==> src/rtl/alu_seq_pkg.sv <==
// alu_seq_pkg
//   Shared definitions for the sequential N-bit ALU:
//   - 4-bit opcode map (OP_ADD .. OP_EQ), same map as the 4-bit combinational ALU
//   - handshake FSM state encoding (IDLE, BUSY, DONE)
//   - cnt_width(): width of the iteration counter for a given operand width
package alu_seq_pkg;

   localparam logic [3:0] OP_ADD  = 4'b0000;
   localparam logic [3:0] OP_SUB  = 4'b0001;
   localparam logic [3:0] OP_MUL  = 4'b0010;
   localparam logic [3:0] OP_DIV  = 4'b0011;
   localparam logic [3:0] OP_SHL  = 4'b0100;
   localparam logic [3:0] OP_SHR  = 4'b0101;
   localparam logic [3:0] OP_ROL  = 4'b0110;
   localparam logic [3:0] OP_ROR  = 4'b0111;
   localparam logic [3:0] OP_AND  = 4'b1000;
   localparam logic [3:0] OP_OR   = 4'b1001;
   localparam logic [3:0] OP_XOR  = 4'b1010;
   localparam logic [3:0] OP_NOR  = 4'b1011;
   localparam logic [3:0] OP_NAND = 4'b1100;
   localparam logic [3:0] OP_XNOR = 4'b1101;
   localparam logic [3:0] OP_GT   = 4'b1110;
   localparam logic [3:0] OP_EQ   = 4'b1111;

   typedef enum logic [1:0] {
      IDLE = 2'd0,
      BUSY = 2'd1,
      DONE = 2'd2
   } state_t;

   // Counter must be able to hold the value WIDTH itself.
   function automatic int cnt_width(input int width);
      return $clog2(width) + 1;
   endfunction

endpackage

==> src/rtl/alu_iter_muldiv.sv <==
// alu_iter_muldiv
//   Iterative unsigned multiplier (shift-add) and divider (restoring), one
//   step per clock, WIDTH steps per operation. The first step is taken on the
//   same edge that loads the operands, so done rises WIDTH edges after start.
// Ports:
//   clk, rst_n    clock, asynchronous active-low reset
//   start         pulse: load a/b/is_div and take the first step
//   is_div        1 = divide a/b, 0 = multiply a*b
//   a, b          operands (multiplier/multiplicand or dividend/divisor)
//   done          one-cycle pulse, results valid while not restarted
//   result        low half of product, or quotient (all ones on divide by zero)
//   hi_nonzero    multiply only: high half of product is nonzero
//   div_by_zero   divide only: divisor was zero
module alu_iter_muldiv
   import alu_seq_pkg::*;
#(
   parameter int WIDTH = 8
) (
   input  logic             clk,
   input  logic             rst_n,
   input  logic             start,
   input  logic             is_div,
   input  logic [WIDTH-1:0] a,
   input  logic [WIDTH-1:0] b,
   output logic             done,
   output logic [WIDTH-1:0] result,
   output logic             hi_nonzero,
   output logic             div_by_zero
);

   localparam int CNT_W = cnt_width(WIDTH);

   // hi: product high half / partial remainder (one guard bit)
   // lo: multiplier shifting out / quotient shifting in
   // m : multiplicand / divisor
   logic [WIDTH:0]   hi_r, hi_src, hi_nxt, sum, shifted;
   logic [WIDTH-1:0] lo_r, lo_src, lo_nxt;
   logic [WIDTH-1:0] m_r, m_src;
   logic             div_r, div_src, dbz_r;
   logic             busy;
   logic [CNT_W-1:0] cnt;

   // On start the step works on the fresh operands instead of the registers.
   always_comb begin
      hi_src  = start ? '0     : hi_r;
      lo_src  = start ? a      : lo_r;
      m_src   = start ? b      : m_r;
      div_src = start ? is_div : div_r;
      hi_nxt  = hi_src;
      lo_nxt  = lo_src;
      sum     = '0;
      shifted = '0;
      if (div_src) begin
         shifted = {hi_src[WIDTH-1:0], lo_src[WIDTH-1]};
         if (shifted >= {1'b0, m_src}) begin
            hi_nxt = shifted - {1'b0, m_src};
            lo_nxt = {lo_src[WIDTH-2:0], 1'b1};
         end else begin
            hi_nxt = shifted;
            lo_nxt = {lo_src[WIDTH-2:0], 1'b0};
         end
      end else begin
         sum = lo_src[0] ? (hi_src + {1'b0, m_src}) : hi_src;
         {hi_nxt, lo_nxt} = {1'b0, sum, lo_src[WIDTH-1:1]};
      end
   end

   always_ff @(posedge clk) begin
      if (start || busy) begin
         hi_r <= hi_nxt;
         lo_r <= lo_nxt;
      end
      if (start) begin
         m_r   <= b;
         div_r <= is_div;
         dbz_r <= (b == '0);
      end
   end

   always_ff @(posedge clk or negedge rst_n) begin
      if (!rst_n) begin
         busy <= 1'b0;
         cnt  <= '0;
         done <= 1'b0;
      end else begin
         done <= 1'b0;
         if (start) begin
            busy <= 1'b1;
            cnt  <= CNT_W'(1);
         end else if (busy) begin
            cnt <= cnt + CNT_W'(1);
            if (cnt == CNT_W'(WIDTH - 1)) begin
               busy <= 1'b0;
               done <= 1'b1;
            end
         end
      end
   end

   // Restoring division already yields all ones for b==0; forced for clarity.
   assign div_by_zero = div_r && dbz_r;
   assign result      = div_by_zero ? '1 : lo_r;
   assign hi_nonzero  = !div_r && (hi_r != '0);

endmodule

==> src/rtl/alu_seq_nbit.sv <==
// alu_seq_nbit
//   Registered WIDTH-bit ALU with valid/ready handshake. Single-cycle ops are
//   computed on the accept edge; MUL/DIV use alu_iter_muldiv (WIDTH steps).
//   Result and flags are held until the consumer raises out_ready.
// Ports:
//   clk, rst_n          clock, asynchronous active-low reset
//   in_valid/in_ready   operand handshake (in_ready high only in IDLE)
//   A, B, ALU_Sel       operands and 4-bit opcode
//   out_valid/out_ready result handshake (out_valid high only in DONE)
//   ALU_Out             registered result
//   Carry               carry / borrow / shift-out / MUL high half nonzero
//   Zero, Negative      result == 0, result msb
//   Overflow            signed add/sub overflow, or divide by zero
module alu_seq_nbit
   import alu_seq_pkg::*;
#(
   parameter int WIDTH = 8
) (
   input  logic             clk,
   input  logic             rst_n,
   input  logic             in_valid,
   output logic             in_ready,
   input  logic [WIDTH-1:0] A,
   input  logic [WIDTH-1:0] B,
   input  logic [3:0]       ALU_Sel,
   output logic             out_valid,
   input  logic             out_ready,
   output logic [WIDTH-1:0] ALU_Out,
   output logic             Carry,
   output logic             Zero,
   output logic             Negative,
   output logic             Overflow
);

   state_t state, state_nxt;
   logic   accept, start, is_iter, load;

   logic             md_done, md_hi_nz, md_dbz;
   logic [WIDTH-1:0] md_result;

   logic signed [WIDTH-1:0] a_s, b_s, res_s;
   logic [WIDTH:0]          sum_ext, diff_ext;
   logic [WIDTH-1:0]        alu_res, ld_res;
   logic                    alu_c, alu_v, ld_c, ld_v;

   assign is_iter = (ALU_Sel == OP_MUL) || (ALU_Sel == OP_DIV);

   alu_iter_muldiv #(.WIDTH(WIDTH)) u_muldiv (
      .clk         (clk),
      .rst_n       (rst_n),
      .start       (start),
      .is_div      (ALU_Sel == OP_DIV),
      .a           (A),
      .b           (B),
      .done        (md_done),
      .result      (md_result),
      .hi_nonzero  (md_hi_nz),
      .div_by_zero (md_dbz)
   );

   always_ff @(posedge clk or negedge rst_n) begin
      if (!rst_n) state <= IDLE;
      else        state <= state_nxt;
   end

   always_comb begin
      state_nxt = state;
      in_ready  = 1'b0;
      out_valid = 1'b0;
      accept    = 1'b0;
      start     = 1'b0;
      case (state)
         IDLE: begin
            in_ready = 1'b1;
            if (in_valid) begin
               accept = 1'b1;
               if (is_iter) begin
                  start     = 1'b1;
                  state_nxt = BUSY;
               end else begin
                  state_nxt = DONE;
               end
            end
         end
         BUSY: if (md_done) state_nxt = DONE;
         DONE: begin
            out_valid = 1'b1;
            if (out_ready) state_nxt = IDLE;
         end
         default: state_nxt = IDLE;
      endcase
   end

   assign a_s      = A;
   assign b_s      = B;
   assign sum_ext  = {1'b0, A} + {1'b0, B};
   assign diff_ext = {1'b0, A} - {1'b0, B};

   // Single-cycle datapath; MUL/DIV opcodes fall through to defaults.
   always_comb begin
      alu_res = '0;
      alu_c   = 1'b0;
      alu_v   = 1'b0;
      res_s   = '0;
      case (ALU_Sel)
         OP_ADD: begin
            alu_res = sum_ext[WIDTH-1:0];
            alu_c   = sum_ext[WIDTH];
            res_s   = sum_ext[WIDTH-1:0];
            alu_v   = ((a_s < 0) == (b_s < 0)) && ((res_s < 0) != (a_s < 0));
         end
         OP_SUB: begin
            alu_res = diff_ext[WIDTH-1:0];
            alu_c   = diff_ext[WIDTH];
            res_s   = diff_ext[WIDTH-1:0];
            alu_v   = ((a_s < 0) != (b_s < 0)) && ((res_s < 0) != (a_s < 0));
         end
         OP_SHL: begin
            alu_res = A << 1;
            alu_c   = A[WIDTH-1];
         end
         OP_SHR: begin
            alu_res = A >> 1;
            alu_c   = A[0];
         end
         OP_ROL:  alu_res = {A[WIDTH-2:0], A[WIDTH-1]};
         OP_ROR:  alu_res = {A[0], A[WIDTH-1:1]};
         OP_AND:  alu_res = A & B;
         OP_OR:   alu_res = A | B;
         OP_XOR:  alu_res = A ^ B;
         OP_NOR:  alu_res = ~(A | B);
         OP_NAND: alu_res = ~(A & B);
         OP_XNOR: alu_res = ~(A ^ B);
         OP_GT:   alu_res = {{(WIDTH-1){1'b0}}, (A > B)};
         OP_EQ:   alu_res = {{(WIDTH-1){1'b0}}, (A == B)};
         default: ;
      endcase
   end

   // Output registers load either on a single-cycle accept or when the
   // iterative unit finishes.
   assign load   = (accept && !is_iter) || ((state == BUSY) && md_done);
   assign ld_res = (state == BUSY) ? md_result : alu_res;
   assign ld_c   = (state == BUSY) ? md_hi_nz  : alu_c;
   assign ld_v   = (state == BUSY) ? md_dbz    : alu_v;

   always_ff @(posedge clk or negedge rst_n) begin
      if (!rst_n) begin
         ALU_Out  <= '0;
         Carry    <= 1'b0;
         Zero     <= 1'b0;
         Negative <= 1'b0;
         Overflow <= 1'b0;
      end else if (load) begin
         ALU_Out  <= ld_res;
         Carry    <= ld_c;
         Zero     <= (ld_res == '0);
         Negative <= ld_res[WIDTH-1];
         Overflow <= ld_v;
      end
   end

endmodule

==> config.mk <==
export PLATFORM = sky130hd
export DESIGN_NAME = alu_seq_nbit
export DESIGN_NICKNAME = d
export VERILOG_FILES = /design/src/rtl/alu_seq_pkg.sv /design/src/rtl/alu_iter_muldiv.sv /design/src/rtl/alu_seq_nbit.sv
export SDC_FILE = /design/constraint.sdc
export NUM_CORES = 1
export LEC_CHECK = 0
export CAP_MARGIN = 20
export CORE_UTILIZATION = 55
export CTS_CLUSTER_SIZE = 24
export DETAILED_ROUTE_END_ITERATION = 8
export PLACE_DENSITY_LB_ADDON = 0.3
export SLEW_MARGIN = 5
export SYNTH_ARGS = -nofsm -noshare
export SYNTH_HDL_FRONTEND = slang
export SYNTH_SLANG_ARGS = --single-unit
==> constraint.sdc <==
create_clock -name clk -period 10.5 [get_ports clk]
set_input_delay 1.575 -clock clk [delete_from_list [all_inputs] [get_ports clk]]
set_output_delay 1.575 -clock clk [all_outputs]
set_load 0.03 [all_outputs]
[Word-level counts from Yosys, hierarchy flattened]
Index checks and enable logic that the tools add are counted.
Storage, ports and cells
  bits in registers: 47
  bits of input ports: 24
Operators by class
  add/sub/neg operators: 5
  order comparisons: 6
  equality and inequality tests: 26
  mux-type cells: 36
  bitwise operators: 6
  reductions and logical operators: 18
Operators by type and width (number)
  8-bit one-hot mux with 14 select lines: 1
  8-bit two-way mux: 6
  4-bit equality test (second input constant): 8
  8-bit by 1-bit < comparator with 1-bit output (second input constant): 4
  9-bit two-way mux: 3
  8-bit inverter: 3
  4-bit by 3-bit equality test with 1-bit output (second input constant): 5
  1-bit two-way mux: 17
  8-bit zero test: 2
  8-bit by 8-bit adder with 9-bit output: 1
  9-bit by 8-bit adder with 9-bit output: 1
  9-bit by 8-bit >= comparator with 1-bit output: 1
  9-bit nonzero test: 1
  8-bit by 8-bit subtractor with 9-bit output: 1
  9-bit by 8-bit subtractor with 9-bit output: 1
  8-bit AND: 1
  4-bit by 2-bit equality test with 1-bit output (second input constant): 2
  8-bit equality test: 1
  8-bit greater-than comparator: 1
  2-bit two-way mux: 4
  4-bit two-way mux: 2
  8-bit OR: 1
  8-bit XOR: 1
  1-bit logical AND: 6
  other kinds (17): 23

[Depth between registers and ports, before layout]
Gate-level depths: netlist of the first run.
  depth after elaboration: 9
  mapped depth: 18
  gate-level depth less buffers: 14

[Cells and area by module]
Synthesis of the first run repeated with hierarchy kept, for this count alone.
Second synthesis, totals
  cell total of the unflattened synthesis: 588
  area total of the unflattened synthesis: 5063.6 um^2
By module, submodules not included
  alu_iter_muldiv: times used 1, cells an instance 267, area each 2537.4 um^2, sequential area each 870.8 um^2
  alu_seq_nbit: times used 1, cells an instance 321, area each 2526.2 um^2, sequential area each 325.3 um^2

[Worst setup path before layout of the first run]
No wires, ideal clock.
  path type: input port to flip-flop
  start: input port ALU_Sel[1]
  end: register u_muldiv.hi_r[3], data pin
  arrival time: 4.958 ns
  setup slack: 5.283 ns
  stages on the path: 17
  path buffers: 5
  cells stage by stage: buf_4 -> buf_4 -> nand4_1 -> clkbuf_1 -> clkbuf_1 -> clkbuf_1 -> nor2_1 -> a21oi_1 -> ha_1 -> nor2b_1 -> o21ai_0 -> a21boi_0 -> o211ai_1 -> a21oi_1 -> nor2_1 -> nor3_1 -> o31a_1
On the way
  longest elaborated chain between the ends: 9
  elaborated cells on any way between the ends: 16
  those cells by class: 2 x add/sub; 1 x order compare; 2 x eq/ne; 10 x mux; 1 x reduce/logical
Ends and longest elaborated chain
  start: declaration: RTL line alu_seq_nbit.sv:25  | input logic [3:0] ALU_Sel,
  4-bit by 2-bit equality test with 1-bit output (on tied branches): RTL line alu_seq_nbit.sv:46, alu_seq_nbit.sv:52
  1-bit logical OR: RTL line alu_seq_nbit.sv:46  | assign is_iter = (ALU_Sel == OP_MUL) || (ALU_Sel == OP_DIV);
  1-bit two-way mux: RTL line alu_seq_nbit.sv:77  | if (is_iter) begin
  1-bit two-way mux: RTL line alu_seq_nbit.sv:75  | if (in_valid) begin
  1-bit two-way mux: RTL line alu_seq_nbit.sv:72  | case (state)
  9-bit two-way mux, or another cell as far along: RTL line alu_iter_muldiv.sv:45  | hi_src = start ? '0 : hi_r;
  9-bit by 8-bit adder with 9-bit output, or another cell as far along: RTL line alu_iter_muldiv.sv:63  | sum = lo_src[0] ? (hi_src + {1'b0, m_src}) : hi_src;
  9-bit two-way mux (on tied branches): RTL line alu_iter_muldiv.sv:63, alu_iter_muldiv.sv:55
  8-bit two-way mux *: RTL line alu_iter_muldiv.sv:53  | if (div_src) begin
  via u_muldiv.hi_nxt[3]: RTL line alu_iter_muldiv.sv:36  | logic [WIDTH:0] hi_r, hi_src, hi_nxt, sum, shifted;
  end signal: assignment: RTL line alu_iter_muldiv.sv:70  | hi_r <= hi_nxt;
  end: declaration: RTL line alu_iter_muldiv.sv:36
The timed path passes the listed nets; every way through them passes the cells marked *.
A chain may end at the register's enable or synchronous reset.

[Worst setup path in the final report of the first run]
  start: input port ALU_Sel[2]
  end: register u_muldiv.hi_r[3], data pin
Same word-level chain as after synthesis.

==> results of run 1 <==
kinds of logic after synthesis:
logic type / Yosys count / share of synthesized area, %
compound gates: 175 / 24.4
xor+xnor: 29 / 5.69
fa+ha+maj: 46 / 13.6
buf+inv: 76 / 6.95
flops: 46 / 26.8
mux: 28 / 6.50
simple gates: 152 / 16.0
power by group:
group	leakage, nW	switching [mW]	internal [mW]
registers	0.488	0.0569	0.285
clock network	0.0567	0.0662	0.0619
logic	1.61	0.428	0.294
cells in the mapped netlist, types with 11 or more instances:
library cell / n
edfxtp_1: 18
a21oi_1: 61
nand3_1: 14
o21ai_0: 37
inv_1: 49
ha_1: 42
nand2_1: 37
nor3_1: 14
mux2i_1: 20
nor2_1: 49
clkbuf_1: 11
xnor2_1: 20
dfrtp_1: 19
nor2b_1: 11
layout make-up:
class                   count  area [um^2]
multi-input cells         430         2960
well taps                 102          128
clock buffers               6         93.8
clock inverters             2         13.8
fillers                   708         2830
flip-flops and latches     46         1200
inverters                  51          191
repair buffers             41          395
critical path, cell delays in order:
cell	delay (ns)
clkdlybuf4s50_1	1.06
nor2_1	0.25
nand4_1	0.17
buf_4	0.43
nand2_1	0.23
inv_1	0.13
ha_1	0.24
nor2b_1	0.13
o21ai_0	0.21
a21boi_0	0.18
o211ai_1	0.30
a21oi_1	0.23
nor2_1	0.53
nor3_1	0.13
o31a_1	0.30
registers in the layout, indices dropped and copies added (netlist names):
signal / flops
u_muldiv.done: 1
u_muldiv.div_r: 1
Overflow: 1
Carry: 1
u_muldiv.hi_r: 9
Zero: 1
u_muldiv.lo_r: 8
u_muldiv.busy: 1
u_muldiv.cnt: 4
u_muldiv.m_r: 8
state: 2
ALU_Out: 8
u_muldiv.dbz_r: 1
path summary, 6_finish.rpt:
kind	to	cells past startpoint	slack (ns)
max in group asynchronous	ALU_Out[6]	1	8.27
min in group asynchronous	state[1]	1	1.73
min	u_muldiv.m_r[2]	2	0.49
min reg2reg	u_muldiv.m_r[2]	2	0.49
max	u_muldiv.hi_r[3]	15	4.47
max reg2reg	u_muldiv.hi_r[3]	14	6.59
metal layers:
metal,vias up,GRT usage [%],part of all wire [%]
li1,2024,-,-
met1,2004,45.0,47
met2,210,46.1,43
met3,16,5.47,8.8
met4,0,7.03,1.3
met5,-,0,0
per-stage QoR:
stage,hold slack (ns),instances,setup slack (ns)
5_1_grt,0.522,678,4.12
4_1_cts,0.492,678,4.61
2_1_floorplan,0.442,552,5.28
6_report,0.492,678,4.47
3_5_place_dp,0.470,670,4.32
3_3_place_gp,0.462,670,4.53
==> results.md, run 1 <==
* Status: finished, final reports clean
* Static leakage at 2.16 nW
* Clock-pin slew on the worst setup and hold paths at 0.10 ns
* Sequential area share after synthesis at 26.8%
* Chip width at 92.1 um
* Diode count at 0
* Fin. max-slew vios at 0
* Yosys top cell by area: edfxtp_1
* Remaining global-route overflow at 0
* Inserted Clock Buffers at 5
* Skew-Pair Late Insertion Delay at 0.30 ns
* CTS root buf: clkbuf_8
* Tcrit/Tclk final at 57.4%
* Synth top area share at 12.1%
* Final Critical Period at 6.03 ns
* Most common cell after layout, fill and taps aside: a21oi_1
* Antenna viol nets, final at 0
* YS warnings at 0
* Crit path kind: in2reg
* Asr flop ratio synth at 41.3%
* HPWL after DPL at 9730 um
* Count of final hold-check violations at 0
* Ratio of cells with drive above 1 in the final layout at 4.34%
* Syn Inst Count at 552
* Post-CTS Setup Bufs at 0
* Post-synth EDFFs at 18
* RSZ-0062 raised after global routing: false
* TNS Setup at 0 ns
* Vias in the first global route at 3923
* Final wirelength at 12400 um
* Post-synth design cell area at 4460 um^2
* Endpoint class of the critical path: flop
* Seq cells post-synth at 46
* Worst-margin pin slew at 0.992 ns
* CP startpoint kind: input port
* Overall Power at 1.19 mW
* Crit path DAT at 6.10 ns
* Setup-failing EPs final at 0
* CTS tree: done
* Design area at 4970 um^2
* Post-layout util at 63.7%
* Peak supply drop at 0.157 mV
* Skew final at 0.00526 ns
* CP max FO at 51
* Leading cell types in the layout, fill and taps excluded: 61 x a21oi_1, 49 x nor2_1, 49 x inv_1
* Num Clock Sinks at 46
* Rel. slew slack at 33.9%
* # IOs at 38
* Num rows at 32
* Hold path start: u_muldiv.m_r[2]
* DRT Pass-1 Iters at 5
* Layout area overhead at 11.5%
* Average cell area after synthesis at 8.09 um^2
* Drc violations at 0
* Yosys cell types at 57
* Die Y at 92.1 um
* FF-to-FF Start: state[0]
* GPL Wtd Cong at 0.971
* Drt wl/cell at 18.3 um
* Final #Nets at 645
* Top cells by area, synth: edfxtp_1 12%, ha_1 12%, dfrtp_1 11%, a21oi_1 6.8%, mux2i_1 4.5%
* Largest net degree at the start of global routing at 55
* CTS resizes at 0
* 1st-iter DRT viols at 453
* Port bufs at 37
* All-Layer GR Usage at 30.5%
* DR vias at 4254
* Min-delay worst type: reg2reg
* Syn_nets at 622
* Max clock buf depth at 2
* Cell Area, Placed at 4870 um^2
* CP startpoint: ALU_Sel[2]
* Pwr Density at 240 nW/um^2
* Max Cap Viol at 0
* # H-tree levels at 2
* # hold bufs at CTS at 0
* Vias/cell at 6.27
* Die area at 8480 um^2
* First-pass GRT wire length at 20200 um
* Initial antenna violation count at 0
* Total core area at 7810 um^2
* Top_reg_cell synth: dfrtp_1
* Starting density of the core at 57.2%
* Peak Freq at 0.166 GHz
* Required @ worst endpoint at 10.57 ns
Power figures use the tool's default switching activity.
==> inputs of run 2 (changes only) <==
--- a/config.mk
+++ b/config.mk
@@ -6,7 +6,7 @@
 export NUM_CORES = 1
 export LEC_CHECK = 0
 export CAP_MARGIN = 20
-export CORE_UTILIZATION = 55
+export CORE_UTILIZATION = 54
 export CTS_CLUSTER_SIZE = 24
 export DETAILED_ROUTE_END_ITERATION = 8
 export PLACE_DENSITY_LB_ADDON = 0.3
==> constraint.sdc (replaced) <==
create_clock -name clk -period 5.4 [get_ports clk]
set_input_delay 0.81 -clock clk [delete_from_list [all_inputs] [get_ports clk]]
set_output_delay 0.81 -clock clk [all_outputs]
set_load 0.03 [all_outputs]
==> results.md, run 2 (synthesized netlist as in run 1, its figures left out) <==
* Status: finished, final reports clean
* Peak Freq at 0.225 GHz
* Chip width at 92.9 um
* Vias/cell at 6.34
* 1st-iter DRT viols at 533
* Final WS setup at 0.957 ns
* Ratio of cells with drive above 1 in the final layout at 4.67%
* Delay-heaviest family, CP: simple AND/OR/NAND/NOR gates
* Initial antenna violation count at 0
* Tcrit/Tclk final at 82.3%
* Post-route insts no fill at 680
* Crit path kind: in2reg
* Skew final at 0.0189 ns
* TNS Setup at 0 ns
* Die Y at 92.9 um
* Peak supply drop at 0.289 mV
* DRT Pass-1 Iters at 6
* Worst-path cell chain: clkdlybuf4s50_1, nor2_1, nand4_1, buf_12, nand2_1, inv_1, ha_1, nor2b_1, o21ai_0, a21boi_0, o211ai_1, a21oi_1, nor2_1, nor3_1, o31a_1
* Diode count at 0
* WP depth at 15
* Final #Nets at 647
* Static leakage at 2.16 nW
* # hold bufs at CTS at 0
* Crit-path max cell delay at 0.56 ns
* CP startpoint kind: input port
* Rel. slew slack at 33.2%
* Min-delay worst type: reg2reg
* Clock-pin slew on the worst setup and hold paths at 0.10 ns
* Die area at 8630 um^2
* FF-to-FF Start: state[0]
* Hold Slack at 0.495 ns
* CTS root buf: clkbuf_8
* Num rows at 32
* GPL Wtd Cong at 0.998
* Starting density of the core at 56.9%
* Crit path DAT at 4.52 ns
* First-pass GRT wire length at 20100 um
* Max Cap Viol at 0
* Vias in the first global route at 3862
* HPWL after DPL at 9490 um
* Largest net degree at the start of global routing at 55
* Max stage delay cell, worst path: nor2_1
* Required @ worst endpoint at 5.47 ns
* Inserted Clock Buffers at 5
* Remaining global-route overflow at 0
* Pwr Density at 459 nW/um^2
* Bufs and invs on worst path at 3
* # IOs at 38
* Max clock buf depth at 2
* # H-tree levels at 2
* Worst hold stages at 2
* Final Critical Period at 4.44 ns
* Layout area overhead at 11.7%
* Design area at 4990 um^2
* Max reg flops at 9
* Leading cell types in the layout, fill and taps excluded: 61 x a21oi_1, 49 x nor2_1, 49 x inv_1
* CTS tree: done
* Worst slack at placement at 0.713 ns
* Hold path start: u_muldiv.m_r[4]
* R2R depth at 14
* DR vias at 4311
* Total core area at 7850 um^2
* Cell Area, Placed at 4890 um^2
* Overall Power at 2.29 mW
* Largest Register: u_muldiv.hi_r
* Most common cell after layout, fill and taps aside: a21oi_1
* Port bufs at 37
* Hold Path End: u_muldiv.m_r[4]
* CP max FO at 51
* Endpoint class of the critical path: flop
* Fin. max-slew vios at 0
* Final wirelength at 12400 um
* R2r endpoint: u_muldiv.hi_r[3]
* Setup-failing EPs final at 0
* Most frequent CP cell: nor2_1
* RSZ-0062 raised after global routing: false
* Drc violations at 0
* Worst reg2reg setup slack at 1.60 ns
* CP startpoint: ALU_Sel[3]
* CTS resizes at 0
* Count of final hold-check violations at 0
* Drt wl/cell at 18.2 um
* Worst-margin pin slew at 1.00 ns
* All-Layer GR Usage at 30.0%
* Skew-Pair Late Insertion Delay at 0.31 ns
* Antenna viol nets, final at 0
* Post-CTS Setup Bufs at 0
* Post-layout util at 63.6%
* Placed Cells at 672
* Num Clock Sinks at 46
run 2: cell count changes in the layout (fill, tap and decap cells not counted), sizes merged:
cell      before  now
buf            5    7
clkbuf         6    5
clkinv         2    1
clkinvlp       0    2
run 2: how the worst max path moves through the flow:
stage | endpoint | slack (ns)
2_1_floorplan | u_muldiv.hi_r[3] | 0.95
3_3_place_gp | u_muldiv.hi_r[3] | 0.84
3_5_place_dp | u_muldiv.hi_r[3] | 0.71
4_1_cts | u_muldiv.hi_r[3] | 1.03
5_1_grt | u_muldiv.hi_r[3] | 0.71
6_report | u_muldiv.hi_r[3] | 0.96
run 2: power by group:
group	switching [mW]	leakage, nW	total [mW]	internal (mW)
sequential	0.118	0.488	0.673	0.554
combinational	0.825	1.63	1.40	0.573
clock	0.128	0.0408	0.221	0.0927
total	1.07	2.16	2.29	1.22
run 2: metal layers:
metal	GRT usage (%)	up-vias	share of wire [%]
met5	0	-	0
met4	8.33	0	2.5
met3	5.75	33	9.5
li1	-	2035	-
met1	43.8	2005	45
met2	45.0	238	43
run 2: cell type report:
| class | count | area [um^2] |
|---|---|---|
| multi-input cells | 430 | 2960 |
| fillers | 696 | 2860 |
| flip-flops and latches | 46 | 1200 |
| repair buffers | 43 | 423 |
| inverters | 51 | 191 |
| well taps | 102 | 128 |
| clock buffers | 5 | 68.8 |
| clock inverters | 3 | 23.8 |
run 2: worst register-to-register path, delay by kind of cell, from the launching register on:
| kind | cells | cell delay (ns) |
|---|---|---|
| simple gates | 6 | 1.32 |
| compound gates | 5 | 1.18 |
| flops | 1 | 0.44 |
| buf+inv | 2 | 0.32 |
| fa+ha+maj | 1 | 0.30 |
